File: src/rtl/updown_cnt_arb.sv
// updown_cnt_arb: round-robin arbiter sharing one WIDTH-bit up/down counter
// between requesters A and B, granting at most one step per clock.
// Ports: clk, rst (sync, active-high), en, req_a/dir_a, req_b/dir_b in;
// gnt_a/gnt_b (registered one-cycle acks) and out (count) out.
// Build option: define CNT_SAT_EN to saturate at 0 / 2^WIDTH-1 instead of wrapping.
module updown_cnt_arb #(
  parameter int WIDTH = 3
) (
  input  logic             clk,
  input  logic             rst,
  input  logic             en,
  input  logic             req_a,
  input  logic             dir_a,
  input  logic             req_b,
  input  logic             dir_b,
  output logic             gnt_a,
  output logic             gnt_b,
  output logic [WIDTH-1:0] out
);

  typedef enum logic {
    LAST_A = 1'b0,
    LAST_B = 1'b1
  } last_t;

  localparam logic [WIDTH-1:0] MAX = '1;

  last_t            last;
  logic             elig_a;
  logic             elig_b;
  logic             pick_a;
  logic             pick_b;
  logic             dir;
  logic [WIDTH-1:0] nxt;

  // A requester acked this cycle is masked so a held req
  // counts as a new request only from the following cycle.
  always_comb begin
    elig_a = req_a & ~gnt_a;
    elig_b = req_b & ~gnt_b;
    pick_a = elig_a & (~elig_b | (last == LAST_B));
    pick_b = elig_b & ~pick_a;
    dir    = pick_a ? dir_a : dir_b;
    nxt    = out;
`ifdef CNT_SAT_EN
    if (dir && out != MAX)
      nxt = out + 1'b1;
    else if (!dir && out != '0)
      nxt = out - 1'b1;
`else
    nxt = dir ? out + 1'b1 : out - 1'b1;
`endif
  end

  always_ff @(posedge clk) begin
    if (rst) begin
      out   <= '0;
      gnt_a <= 1'b0;
      gnt_b <= 1'b0;
      last  <= LAST_B;
    end else if (!en) begin
      gnt_a <= 1'b0;
      gnt_b <= 1'b0;
    end else begin
      gnt_a <= pick_a;
      gnt_b <= pick_b;
      if (pick_a || pick_b) begin
        last <= pick_a ? LAST_A : LAST_B;
        out  <= nxt;
      end
    end
  end

endmodule

File: config.mk
export PLATFORM = sky130hd
export DESIGN_NAME = updown_cnt_arb
export DESIGN_NICKNAME = d
export VERILOG_FILES = /design/src/rtl/updown_cnt_arb.sv
export SDC_FILE = /design/constraint.sdc
export NUM_CORES = 1
export LEC_CHECK = 0
export BUFFER_PORTS_ARGS = -buffer_cell sky130_fd_sc_hd__buf_2
export CAP_MARGIN = 0
export CORE_AREA = 5 5 42 44
export DETAILED_ROUTE_END_ITERATION = 12
export DIE_AREA = 0 0 47 49
export PLACE_DENSITY = 0.54
export RECOVER_POWER = 25
export SLEW_MARGIN = 5
export SYNTH_ARGS = -nofsm -noshare
export SYNTH_HDL_FRONTEND = slang
export SYNTH_SLANG_ARGS = --single-unit
File: constraint.sdc
create_clock -name clk -period 3.5 [get_ports clk]
set_input_delay 0 -clock clk [delete_from_list [all_inputs] [get_ports clk]]
set_output_delay 0 -clock clk [all_outputs]
set_load 0.005 [all_outputs]
==> qor.csv <==
stage,metric,value,unit
clock_tree,# hold bufs at CTS,1,
power_and_ir_drop,leakage power,0.192,nW
cells_and_area,final cell utilization of the core,29.4,%
timing,Slew @ Worst Pin,0.355,ns
placed_design,pre-CTS setup slack,1.67,ns
power_and_ir_drop,Sw Share,26.7,%
setup_path,r2r endpoint,out[2]$_SDFFE_PP0P_,
setup_path,Reg2Reg Depth,8,
setup_path,R2R Path Start,gnt_b$_SDFF_PP0_,
power_and_ir_drop,NetSw,48.7,uW
cells_and_area,Area Growth Syn to Fin,34.8,%
grt,total grt overflow,0,
placed_design,GP Congestion,0.594,
power_and_ir_drop,Clk network pwr share,36.2,%
setup_path,WP buf/inv,1,
timing,slew margin rel.,76.2,%
timing,Peak Freq,552,MHz
setup_path,Worst EP required,3.63,ns
detailed_routing,DRC viols,0,
setup_path,Crit-path slowest cell,fa_1,
logic_synthesis,"Cell Area, Synth",305,sq um
setup_path,critical-path cell list,nand2b_1 -> o21ai_2 -> mux2i_2 -> fa_1 -> inv_1 -> nor2_1 -> mux2i_1 -> mux2_1,
clock_tree,CTS Buf Count,3,
clock_tree,Clock Latency Late Sink,0.25,ns
timing,Setup TNS Final,0,ns
logic_synthesis,Synth area leader,dfxtp_1,
detailed_routing,DR pass1 iterations,4,
power_and_ir_drop,internal power,133,uW
setup_path,flop2flop setup slack,1.69,ns
power_and_ir_drop,Flop pwr share,44.3,%
detailed_routing,Via-to-Cell Ratio,4.19,
logic_synthesis,Post-synth top cells,"dfxtp_1 (6), nor2_1 (6), mux2i_1 (2), nand2b_1 (2), nor2b_1 (2)",
cells_and_area,antenna fix cells,0,
run,Max Cap Violations,0,
setup_path,Setup Crit Path Kind,flip-flop to flip-flop,
logic_synthesis,ys async rst share,0,%
clock_tree,Resized Gates After CTS,0,
grt,antenna violations before repair,0,
hold_path,Hold Startpoint,en,
hold_path,Hold Path Stages,3,
cells_and_area,Layout Cells excl Fill,62,
power_and_ir_drop,pwr dens,442,nW/um^2
timing,final hold vios,0,
placed_design,hpwl dp,461,um
status,outcome,finished clean,
logic_synthesis,"Seq/Total Area, Yosys",39.3,%
detailed_routing,WL final,572,um
grt,gr usage total,6.29,%
logic_synthesis,Synth Instances,31,
timing,crit path time final,1.81,ns
clock_tree,Sink Count,6,
clock_tree,clock transition at the registers of the reported paths,0.05,ns
floorplanning,DIE WIDTH,47,um
clock_tree,CTS root buffer,clkbuf_4,
timing,clk_skew,0.00292,ns
grt,vias in the first global route,242,
clock_tree,htree depth,1,
timing,post-route setup slack,1.69,ns
setup_path,Worst Setup Start Kind,flip-flop,
cells_and_area,share of cells above drive strength 1,37.0,%
timing,max-slew violation count,0,
power_and_ir_drop,Worst VDD drop,141,uV
power_and_ir_drop,Tot Pwr,182,uW
placed_design,# placed instances,58,
logic_synthesis,warnings from Yosys,0,
grt,pin count of the biggest net entering global routing,7,
floorplanning,die area,2300,sq um
setup_path,worst-path fanout max,3,
setup_path,Critical Path AT,1.95,ns
logic_synthesis,distinct cell type count after synthesis,18,
clock_tree,CTS tree,yes,
grt,first-pass GRT wire length,972,um
clock_tree,clock buffer depth,2,
timing,endpoints failing setup,0,
floorplanning,Core Area,1400,sq um
logic_synthesis,"EDFF count, synth",0,
logic_synthesis,Synth Area per Inst,9.85,sq um
logic_synthesis,top post-synthesis cells by area,"dfxtp_1 (39%), nor2_1 (7.4%), fa_1 (6.6%), mux2i_1 (6.6%), mux2i_2 (4.5%)",
setup_path,Worst setup EP type,flip-flop,
power_and_ir_drop,Comb power frac,19.6,%
setup_path,"Largest stage delay, worst path",0.39,ns
detailed_routing,starting DRC count in detailed routing,1,
logic_synthesis,post-synthesis register bit count,6,
logic_synthesis,top-area cell type share of the netlist area,39.3,%
logic_synthesis,Post-Syn Nets,39,
setup_path,Worst path top cell family by delay,multiplexers,
timing,RSZ-0062 raised after global routing,no,
detailed_routing,Post-DRT Antenna Nets,0,
floorplanning,initial cell density of the core,21.8,%
cells_and_area,Total Nets Final,56,
detailed_routing,via count,260,
cells_and_area,fill count,160,
floorplanning,die height,49,um
hold_path,Hold WC Path Type,input port to flip-flop,
placed_design,Port Buf Inserts,11,
hold_path,hold endpoint,gnt_a$_SDFF_PP0_,
floorplanning,# IOs,12,
logic_synthesis,Synth Flop Type,dfxtp_1,
detailed_routing,routed len/inst,9.23,um
floorplanning,num rows,14,
timing,"Period Utilization, post-route",51.8,%
clock_tree,# Post-CTS Setup Buffers,0,
power by group through the flow:
stage / combinational, mW / sequential, mW / clock [mW]
after floorplan: 0.0223 / 0.0822 / 0
after global placement: 0.0354 / 0.0819 / 0
after detailed placement: 0.0358 / 0.0819 / 0
after CTS: 0.0369 / 0.0806 / 0.0670
after global routing: 0.0419 / 0.0818 / 0.0699
final: 0.0356 / 0.0805 / 0.0659
area by class of cell:
type,instances,area (sq um),area share [%]
Timing Repair Buffer,12,63.8,15.5
Tap cell,16,20.0,4.86
Multi-Input combinational cell,24,181,44.1
Sequential cell,6,120,29.2
Inverter,1,3.75,0.912
Clock buffer,3,22.5,5.47
layer usage:
metal  routed length, um  up-vias  track usage, %
met5                   0        -               0
met4                  19        0            6.91
met3                  62        2            3.32
met2                 238       11            7.47
met1                 251      110            7.11
li1                    -      137               -
cell families after synthesis:
logic type                 count (synthesis)  synth area share [%]
DFF                                        6                  39.3
muxes                                      4                  14.8
and+or+nand+nor                           13                  24.6
adders and majority gates                  1                  6.56
AOI/OAI and AO/OA                          5                  10.7
buffers and inverters                      1                  1.23
xor gates and xnor gates                   1                  2.87
tightest hold or removal path: stages:
cell and delay (ns):
buf_2 0.12, nand2b_1 0.09, nor3b_1 0.05
stage by stage:
step / hold WS (ns) / area, sq um
6_report: 0.0648 / 412
5_1_grt: 0.0795 / 412
4_1_cts: 0.0672 / 413
3_5_place_dp: 0.252 / 380
3_3_place_gp: 0.250 / 380
2_1_floorplan: 0.0724 / 305
state kept, by name (all words and copies together), names as in the netlist:
register,cells
gnt_b,1
out,3
last,1
gnt_a,1
how the worst max path moves through the flow:
stage,start,endpoint,slack (ns),cells past startpoint
after floorplan,gnt_b$_SDFF_PP0_,out[2]$_SDFFE_PP0P_,1.74,8
after global placement,gnt_a$_SDFF_PP0_,out[2]$_SDFFE_PP0P_,1.70,8
after detailed placement,gnt_b$_SDFF_PP0_,out[2]$_SDFFE_PP0P_,1.67,8
after CTS,gnt_b$_SDFF_PP0_,out[2]$_SDFFE_PP0P_,1.67,8
after global routing,gnt_b$_SDFF_PP0_,out[2]$_SDFFE_PP0P_,1.54,8
final,gnt_b$_SDFF_PP0_,out[2]$_SDFFE_PP0P_,1.69,8
layout by cell type (no fill, tap or decap), types with 2 or more instances in the layout:
master,count
buf_2,10
nor2_1,6
dfxtp_1,6
clkbuf_4,3
nand2b_1,2
nor2b_1,2
mux2i_1,2
Note: power is estimated with default switching activity, not from simulation.
